`src/rtl/viterbi_pkg.sv`:
```
// Shared trellis definitions for the K=9 rate-1/2 code used by the encoder and
// the Viterbi decoder (generators, state/symbol types, encoder FSM encoding).
package viterbi_pkg;

    localparam int         K        = 9;
    localparam int         M        = K - 1;
    localparam int         NUM_ST   = 1 << M;
    localparam logic [8:0] G0       = 9'o561;
    localparam logic [8:0] G1       = 9'o753;
    localparam int         TAIL_LEN = M;

    typedef logic [M-1:0] st_t;
    typedef logic [1:0]   sym_t;

    typedef enum logic [1:0] {
        ENC_IDLE = 2'd0,
        ENC_DATA = 2'd1,
        ENC_TAIL = 2'd2
    } enc_state_e;

endpackage

```
`src/rtl/conv_enc_core.sv`:
```
// One trellis step: maps (input bit, current state) to the code symbol and the
// successor state. Purely combinational so the decoder can reuse it per branch.
module conv_enc_core
    import viterbi_pkg::*;
#(
    parameter logic [8:0] G0 = viterbi_pkg::G0,
    parameter logic [8:0] G1 = viterbi_pkg::G1
) (
    input  logic       i_u,
    input  logic [7:0] i_st,
    output logic [1:0] o_sym,
    output logic [7:0] o_st_next
);

    logic [K-1:0] w_win;

    // i_st[7] is the most recent past input, so it sits directly below u.
    assign w_win     = {i_u, i_st};
    assign o_sym     = {^(w_win & G1), ^(w_win & G0)};
    assign o_st_next = {i_u, i_st[M-1:1]};

endmodule

```
`src/rtl/conv_encoder_tx.sv`:
```
// Frame-based K=9 rate-1/2 convolutional encoder: FRAME_LEN information bits
// followed by 8 zero tail bits, one registered symbol slot with valid/ready.
module conv_encoder_tx
    import viterbi_pkg::*;
#(
    parameter int         FRAME_LEN = 256,
    parameter logic [8:0] G0        = viterbi_pkg::G0,
    parameter logic [8:0] G1        = viterbi_pkg::G1
) (
    input  logic       clk,
    input  logic       rst,
    input  logic       en_e,
    input  logic       i_data,
    input  logic       i_valid,
    output logic       o_ready,
    output logic [1:0] o_sym,
    output logic       o_sym_valid,
    input  logic       i_sym_ready,
    output logic       o_sof,
    output logic       o_eof,
    output logic [7:0] o_st,
    output logic       o_busy
);

    localparam int            CW        = $clog2(FRAME_LEN + 1);
    localparam logic [CW-1:0] LAST_CNT  = CW'(FRAME_LEN - 1);
    localparam logic [2:0]    TAIL_LAST = 3'(TAIL_LEN - 1);

    enc_state_e    r_state;
    enc_state_e    w_state_next;
    logic [CW-1:0] r_cnt;
    logic [CW-1:0] w_cnt_next;
    logic [2:0]    r_tail_cnt;
    logic [2:0]    w_tail_cnt_next;
    logic [7:0]    r_st;
    logic [1:0]    r_sym;
    logic          r_sym_valid;
    logic          r_sof;
    logic          r_eof;

    logic [1:0]    w_sym_next;
    logic          w_sym_valid_next;
    logic          w_sof_next;
    logic          w_eof_next;

    logic          w_slot_free;
    logic          w_in_phase;
    logic          w_accept;
    logic          w_tail_step;
    logic          w_load;
    logic          w_u;
    logic [1:0]    w_core_sym;
    logic [7:0]    w_core_st_next;

    assign w_slot_free = !r_sym_valid || i_sym_ready;
    assign w_in_phase  = (r_state == ENC_IDLE) || (r_state == ENC_DATA);
    assign o_ready     = en_e && w_slot_free && w_in_phase;
    assign w_accept    = i_valid && o_ready;
    assign w_tail_step = en_e && w_slot_free && (r_state == ENC_TAIL);
    assign w_load      = w_accept || w_tail_step;
    assign w_u         = (r_state == ENC_TAIL) ? 1'b0 : i_data;

    conv_enc_core #(
        .G0 (G0),
        .G1 (G1)
    ) u_core (
        .i_u       (w_u),
        .i_st      (r_st),
        .o_sym     (w_core_sym),
        .o_st_next (w_core_st_next)
    );

    always_ff @(posedge clk) begin
        if (rst) begin
            r_state <= ENC_IDLE;
        end else if (en_e) begin
            r_state <= w_state_next;
        end
    end

    always_comb begin
        w_state_next    = r_state;
        w_cnt_next      = r_cnt;
        w_tail_cnt_next = r_tail_cnt;
        unique case (r_state)
            ENC_IDLE: begin
                if (w_accept) begin
                    if (FRAME_LEN == 1) begin
                        w_state_next = ENC_TAIL;
                        w_cnt_next   = '0;
                    end else begin
                        w_state_next = ENC_DATA;
                        w_cnt_next   = CW'(1);
                    end
                end
            end
            ENC_DATA: begin
                if (w_accept) begin
                    if (r_cnt == LAST_CNT) begin
                        w_state_next = ENC_TAIL;
                        w_cnt_next   = '0;
                    end else begin
                        w_cnt_next   = r_cnt + CW'(1);
                    end
                end
            end
            ENC_TAIL: begin
                if (w_tail_step) begin
                    w_tail_cnt_next = r_tail_cnt + 3'd1;
                    if (r_tail_cnt == TAIL_LAST) begin
                        w_state_next = ENC_IDLE;
                    end
                end
            end
            default: begin
                w_state_next = ENC_IDLE;
            end
        endcase
    end

    // A slot that is consumed without a new load simply empties.
    always_comb begin
        w_sym_next       = r_sym;
        w_sym_valid_next = r_sym_valid;
        w_sof_next       = r_sof;
        w_eof_next       = r_eof;
        if (w_load) begin
            w_sym_next       = w_core_sym;
            w_sym_valid_next = 1'b1;
            w_sof_next       = (r_state == ENC_IDLE);
            w_eof_next       = w_tail_step && (r_tail_cnt == TAIL_LAST);
        end else if (i_sym_ready) begin
            w_sym_valid_next = 1'b0;
        end
    end

    always_ff @(posedge clk) begin
        if (rst) begin
            r_cnt       <= '0;
            r_tail_cnt  <= '0;
            r_st        <= '0;
            r_sym       <= '0;
            r_sym_valid <= 1'b0;
            r_sof       <= 1'b0;
            r_eof       <= 1'b0;
        end else if (en_e) begin
            r_cnt       <= w_cnt_next;
            r_tail_cnt  <= w_tail_cnt_next;
            r_st        <= w_load ? w_core_st_next : r_st;
            r_sym       <= w_sym_next;
            r_sym_valid <= w_sym_valid_next;
            r_sof       <= w_sof_next;
            r_eof       <= w_eof_next;
        end
    end

    // The slot is frozen while disabled, so valid is hidden to keep a
    // downstream consumer from taking the same symbol twice.
    assign o_sym_valid = r_sym_valid && en_e;
    assign o_sym       = r_sym;
    assign o_sof       = r_sof;
    assign o_eof       = r_eof;
    assign o_st        = r_st;
    assign o_busy      = (r_state != ENC_IDLE);

endmodule
```
`config.mk`:
```
export PLATFORM = sky130hd
export DESIGN_NAME = conv_encoder_tx
export DESIGN_NICKNAME = d
export VERILOG_FILES = /design/src/rtl/viterbi_pkg.sv /design/src/rtl/conv_enc_core.sv /design/src/rtl/conv_encoder_tx.sv
export SDC_FILE = /design/constraint.sdc
export NUM_CORES = 1
export LEC_CHECK = 0
export CAP_MARGIN = 20
export CORE_MARGIN = 1.5
export CORE_UTILIZATION = 50
export CTS_BUF_LIST = sky130_fd_sc_hd__clkbuf_4
export CTS_CLUSTER_DIAMETER = 30
export DETAILED_ROUTE_END_ITERATION = 8
export PLACE_DENSITY_LB_ADDON = 0.1
export SETUP_SLACK_MARGIN = 0.3
export SLEW_MARGIN = 20
export SYNTH_ARGS = -nofsm -noshare
export SYNTH_HDL_FRONTEND = slang
export SYNTH_HIERARCHICAL = 1
export SYNTH_SLANG_ARGS = --single-unit
```
`constraint.sdc`:
```
create_clock -name clk -period 1.55 [get_ports clk]
set_input_delay 0.31 -clock clk [delete_from_list [all_inputs] [get_ports clk]]
set_output_delay 0.31 -clock clk [all_outputs]
set_load 0.01 [all_outputs]
```
==> results of run 1 <==
-- worst min-delay path, delay by kind of cell --
| family | cells | cell delay, ps |
|---|---|---|
| AOI/OAI and AO/OA | 1 | 90 |
| buffers and inverters | 1 | 220 |
| and+or+nand+nor | 2 | 160 |
-- how the worst max path moves through the flow --
stage                           start        to  cells after the start
final                      r_state[1]  r_cnt[1]                      8
after global routing       r_state[1]  r_cnt[1]                      8
after CTS                  r_state[1]   o_ready                      4
after detailed placement  i_sym_ready   o_ready                      4
after global placement           en_e   o_ready                      4
after floorplan               o_st[3]  o_sym[1]                      4
-- through the flow --
step	utilization	area, sq um	setup TNS (ps)
finish	0.845	2290	0
global route	0.845	2290	-2.56
CTS	0.805	2180	0
detailed placement	0.646	1750	-7080
global placement	0.646	1750	-6190
floorplan	-	1470	0
-- kinds of logic after synthesis --
family	share of synthesized area
AND/OR/NAND/NOR	0.243
AO/OA/AOI/OAI	0.178
flip-flops	0.383
buffers and inverters	0.0797
XOR/XNOR	0.0903
adder cells (fa/ha/maj)	0.0266
-- state kept, by name, summed over array words and instances (netlist names) --
| register | flops |
|---|---|
| r_tail_cnt | 3 |
| o_sym | 2 |
| o_sof | 1 |
| r_state | 2 |
| o_eof | 1 |
| o_st | 8 |
| r_sym_valid | 1 |
| r_cnt | 9 |
-- per-layer routing --
layer / share of wire / up-vias / GRT usage
met5: 0 / - / 0
met2: 0.52 / 54 / 0.457
li1: - / 692 / -
met3: 0.050 / 13 / 0.0605
met1: 0.41 / 746 / 0.324
met4: 0.023 / 0 / 0.102
-- layout by cell type, fill, tap and decap left out, types with 5 or more instances in the layout --
master    Yosys  layout
buf_6         0      21
dfxtp_2       0      14
clkbuf_2      0       8
nand2_1      12       8
dfxtp_4       0       8
nand3_1      16      11
nand4_1       6       6
a21oi_2       1      12
o21ai_0      11       7
dfxtp_1      27       5
buf_4         8      26
o21ai_2       0       8
a21oi_1      23      12
-- cell type report --
cell class | instances | area, sq um | area share
Clock inverter | 1 | 7.51 | 0.00328
Inverter | 2 | 10.0 | 0.00437
Sequential cell | 27 | 588 | 0.257
Timing Repair Buffer | 67 | 629 | 0.275
Tap cell | 31 | 38.8 | 0.0169
Multi-Input combinational cell | 118 | 993 | 0.434
Clock buffer | 3 | 22.5 | 0.00984
-- power groups by stage --
stage          Sequential (mW)  Combinational, mW  Clock, mW
3_3_place_gp             0.731              0.161          0
5_1_grt                  0.709              0.293      0.369
4_1_cts                  0.712              0.254      0.336
2_1_floorplan            0.733             0.0897          0
3_5_place_dp             0.732              0.164          0
6_report                 0.708              0.281      0.342
-- timing repair --
item,4_1_cts,5_1_grt
hold buffers,0,0
pin swaps,30,12
setup endpoints to repair,42,41
setup buffers,16,7
cloned,4,0
gates resized for setup,113,38
==> run_results.csv, run 1 <==
group,metric,value,unit
grt,grt_pass1_vias,1411,
timing,fmax,0.658,GHz
synth,synth_area_leaders,"dfxtp_1 (38%), a21oi_1 (8.1%), nand3_1 (5.7%)",
worst_setup_path,crit_path_start_kind,"register",
run,cap_viol_max_count,0,
clock_network,clkSinkCount,27,
clock_network,cts.path.max_buffers,2,
layout,final_nets,228,
placement,port_buffers,20,
power,ir_worst_vdd,709,uV
synth,syn_inst,165,
drt,detail_route.wl_per_cell,18.7,um
grt,gr-usage-all-layers,0.267,
worst_hold_path,hp-start,"i_sym_ready",
worst_setup_path,critPathKind,"reg2reg",
floorplanning,core_area,0.00271,sq mm
synth,ys_warn_count,6,
floorplanning,dieHeight,56.2,um
power,power_switching,0.380,mW
worst_setup_path,path_delay_family,"buffers and inverters",
power,power_frac_seq,0.532,
worst_setup_path,critPathMaxStageDelay,350,ps
floorplanning,die_w,56.2,um
timing,hold_slack,455,ps
synth,synth_edf_count,0,
drt,first_pass_iters,4,
floorplanning,die_area,0.00315,sq mm
synth,synth_largest_area_cell,"dfxtp_1",
synth,synth_common_cells,"dfxtp_1 (27), a21oi_1 (23), nand3_1 (16)",
clock_network,cts_root_buf,"clkbuf_4",
grt,antenna_found_initial,0,
timing,fin_crit,1520,ps
placement,dp.cells,218,
floorplanning,start_util,0.521,
worst_setup_path,worstPathArrival,1790,ps
worst_setup_path,r2r-end,"r_cnt[1]",
timing,fin_ws,30.8,ps
synth,syn-cell-area,0.00141,sq mm
timing,setup_violations,0,
layout,area_growth,62.1,%
timing,period_share,0.980,
synth,ys_seq_area_frac,0.383,
synth,synth.most_common_cell,"dfxtp_1",
power,power_frac_comb,0.211,
worst_setup_path,path_buf_inv,4,
clock_network,path_clk_slew,160,ps
floorplanning,placement_rows,19,
layout,antenna_cells,0,
power,p_clk_frac,0.257,
power,p_leak,0.902,nW
grt,grt_pass1_wl,6570,um
grt,grt_max_degree,17,
synth,synth.top_cell.area_share,0.383,
worst_setup_path,worstPathMaxFanout,4,
timing,finalHoldViolCount,0,
synth,syn_avg_cell_area,8.56,sq um
power,intPower,0.951,mW
worst_setup_path,r2r_cells,8,
layout,nFillCells,136,
worst_setup_path,critPathMostFrequentCell,"buf_6",
worst_hold_path,worst_hold_path.num_cells,4,
drt,ant_nets,0,
placement,gp_congestion,0.802,
power,total_power,1.33,mW
synth,synth-main-ff-cell,"dfxtp_1",
synth,async_reset_ff_frac,0,
worst_hold_path,hp-class,"in2reg",
worst_setup_path,cp-end-kind,"register",
drt,vias_per_cell,6.04,
worst_setup_path,slowest_stage,"dfxtp_2",
placement,hpwl,2310,um
drt,vias,1505,
drt,first_iter_violations,61,
clock_network,cts-buffers-inserted,3,
worst_setup_path,reg2reg_setup_slack,30,ps
timing,slew_viol_final,0,
run_status,status,"complete, no violations",
worst_setup_path,rr_startpoint,"r_state[1]",
drt,routed_wl,4670,um
synth,synth_nets,174,
grt,grt_remaining_overflow,0,
timing,rsz0062_at_grt,"true",
clock_network,htree_levels,1,
synth,yosysUniqueCellTypes,37,
worst_setup_path,crit_chain,"buf_6 > nor2b_4 > buf_6 > and3_4 > buf_12 > buf_16 > nand4b_1 > a21oi_1",
layout,layout-drive-gt1-share,0.642,
worst_setup_path,required,1820,ps
layout,stdcell_count,249,
clock_network,cts_tree,"yes",
timing,fin_skew,6.77,ps
worst_hold_path,hold_end,"r_sym_valid",
placement,dp_slack,-385,ps
power,p_per_area,581,mW/mm^2
floorplanning,io_pins,21,
timing,worst_pin_slew,268,ps
clock_network,worst_skew_pair.late_latency,350,ps
synth,ys_ff_latch,27,
timing,relSlewSlack,0.821,
drt,drc,0,
power,switching_share,0.285,
Note: power is estimated with default switching activity, not from simulation.
==> run 2, diff against run 1 <==
Settings changed: ABC_AREA set to 1, HOLD_SLACK_MARGIN set to 0.05.
==> run 2 against run 1 <==
  * Wire length shrank 25%
  * Area after synthesis grew 8.0%
  * Setup slack gained 72 ps
  * Die area grew 7.5%
  * Utilization shrank 12 points
  * Critical endpoint is now o_sym[1]
==> run_results.csv, run 2 <==
group,metric,value,unit
synth,synth_top_family_by_area,"simple AND/OR/NAND/NOR gates",
floorplanning,core_area,0.00283,sq mm
timing,fin_crit,1450,ps
worst_hold_path,worst_hold_path.num_cells,2,
placement,dp_slack,-307,ps
placement,dp.cells,292,
worst_setup_path,required,1790,ps
layout,stdcell_count,311,
layout,seq_area,572,sq um
drt,first_pass_iters,6,
worst_setup_path,r2r_cells,9,
layout,regMostFlops,"r_cnt",
placement,gp_congestion,0.825,
timing,fin_ws,102,ps
timing,fmax,0.691,GHz
clock_network,htree_levels,1,
run_status,status,"complete, no violations",
drt,first_iter_violations,34,
synth,ys_warn_count,6,
synth,synth_common_cells,"nand2_1 (70), nor2_1 (44), inv_1 (30)",
clock_network,cts_tree,"yes",
worst_setup_path,cp-end-kind,"register",
timing,worst_pin_slew,222,ps
power,p_leak,0.984,nW
worst_hold_path,hp-class,"reg2reg",
timing,rsz0062_at_grt,"true",
power,p_per_area,816,mW/mm^2
drt,ant_nets,0,
clock_network,worst_skew_pair.late_latency,330,ps
layout,area_growth,34.4,%
placement,hpwl,2280,um
floorplanning,dieHeight,58.2,um
layout,nFillCells,252,
layout,final_common_cell,"nand2_1",
synth,yosys.area_share.simple,0.367,
clock_network,cts-buffers-inserted,3,
layout,antenna_cells,0,
synth,synth-xor-area-share,0.00574,
synth,syn_inst,241,
synth,synth.top_cell.area_share,0.354,
worst_setup_path,worstPathArrival,1690,ps
floorplanning,placement_rows,19,
clock_network,cts.path.max_buffers,2,
synth,synth_largest_area_cell,"dfxtp_1",
timing,hold_slack,473,ps
grt,grt_max_degree,19,
grt,grt_pass1_wl,5730,um
layout,final_cell_mix,"nand2_1 (65), nor2_1 (37), inv_1 (26), buf_4 (20), dfxtp_2 (13)",
synth,synth_compound_area_frac,0.106,
power,ir_worst_vdd,722,uV
drt,drc,0,
run,cap_viol_max_count,0,
grt,grt_remaining_overflow,0,
layout,layout-drive-gt1-share,0.336,
layout,multiInputGateArea,873,sq um
grt,gr-usage-all-layers,0.214,
layout,final_nets,290,
timing,fin_skew,6.18,ps
synth,synth_area_leaders,"dfxtp_1 (35%), nand2_1 (17%), nor2_1 (11%)",
synth,yosysUniqueCellTypes,25,
drt,vias,1537,
synth,synth_edf_count,0,
synth,synthAdderAreaFrac,0.0246,
grt,antenna_found_initial,0,
clock_network,path_clk_slew,140,ps
worst_setup_path,crit_path_start_kind,"register",
floorplanning,die_w,58.2,um
drt,detail_route.wl_per_cell,11.2,um
timing,finalHoldViolCount,0,
synth,ys_seq_area_frac,0.354,
synth,synth-main-ff-cell,"dfxtp_1",
synth,ys_ff_latch,27,
synth,yosys-mux-area-fraction,0,
synth,synth_nets,250,
synth,async_reset_ff_frac,0,
floorplanning,io_pins,21,
layout,largest_reg_flops,9,
clock_network,cts_root_buf,"clkbuf_4",
drt,routed_wl,3490,um
floorplanning,die_area,0.00339,sq mm
worst_setup_path,critPathKind,"reg2reg",
worst_setup_path,worstPathMaxFanout,5,
synth,syn_avg_cell_area,6.33,sq um
clock_network,clkSinkCount,27,
placement,port_buffers,20,
synth,syn-cell-area,0.00153,sq mm
clock_network,cts_hold_buf,0,
timing,setup_violations,0,
drt,vias_per_cell,4.94,
floorplanning,start_util,0.539,
timing,period_share,0.934,
synth,synth.most_common_cell,"nand2_1",
grt,grt_pass1_vias,1371,
timing,relSlewSlack,0.851,
timing,slew_viol_final,0,
==> run 2: report_power, final <==
group	switching, mW	internal [mW]	leakage [nW]
clock	0.207	0.118	0.0184
combinational	0.309	0.254	0.737
sequential	0.0326	0.750	0.229
==> run 2: timing repair <==
item	CTS	global route
resized for setup	70	41
endpoints found under the setup margin	42	41
cloned	1	1
pin swaps	10	5
setup buffers	11	2
==> run 2: final timing paths <==
kind,from,to,slack (ps)
setup reg to reg,r_state[1],o_sym[1],100
setup / recovery,r_state[1],o_sym[1],100
hold / removal,o_eof,o_eof,470
hold reg to reg,o_eof,o_eof,470
==> run 2: kinds of logic (layout without fill, tap and decap cells) <==
kind of cell	Yosys count	after routing
simple gates	136	136
buf+inv	44	83
xor+xnor	1	1
compound gates	30	30
fa+ha+maj	3	3
flops	27	27
==> run 2: per-stage QoR <==
| stage | setup TNS [ps] | power, mW | utilization | area [sq um] |
|---|---|---|---|---|
| floorplan | 0 | 1.11 | - | 1540 |
| global placement | -4080 | 1.26 | 0.632 | 1790 |
| detailed placement | -4610 | 1.27 | 0.632 | 1790 |
| CTS | 0 | 1.63 | 0.695 | 1970 |
| global route | 0 | 1.78 | 0.724 | 2050 |
| finish | 0 | 1.67 | 0.724 | 2050 |
==> run 2: metal layers <==
layer  vias up  share of wire  global-route usage
met2        33           0.45               0.346
li1        820              -                   -
met5         -              0                   0
met4         0         0.0069              0.0399
met3         2          0.039              0.0536
met1       682           0.50               0.292
==> run 2: critical path, cell delays in order (launching register included) <==
cell	delay, ps
dfxtp_2	370
buf_6	120
inv_8	30
buf_4	150
nand3_4	120
nand2_8	80
buf_4	140
clkbuf_16	140
o21ai_0	150
nor2_1	50
==> run 2: area by class of cell <==
cell class,instances,area share
well taps,31,0.0189
flip-flops and latches,27,0.279
repair buffers,47,0.194
repair inverters,1,0.00366
clock buffers,4,0.0147
inverters,31,0.0635
multi-input cells,170,0.426
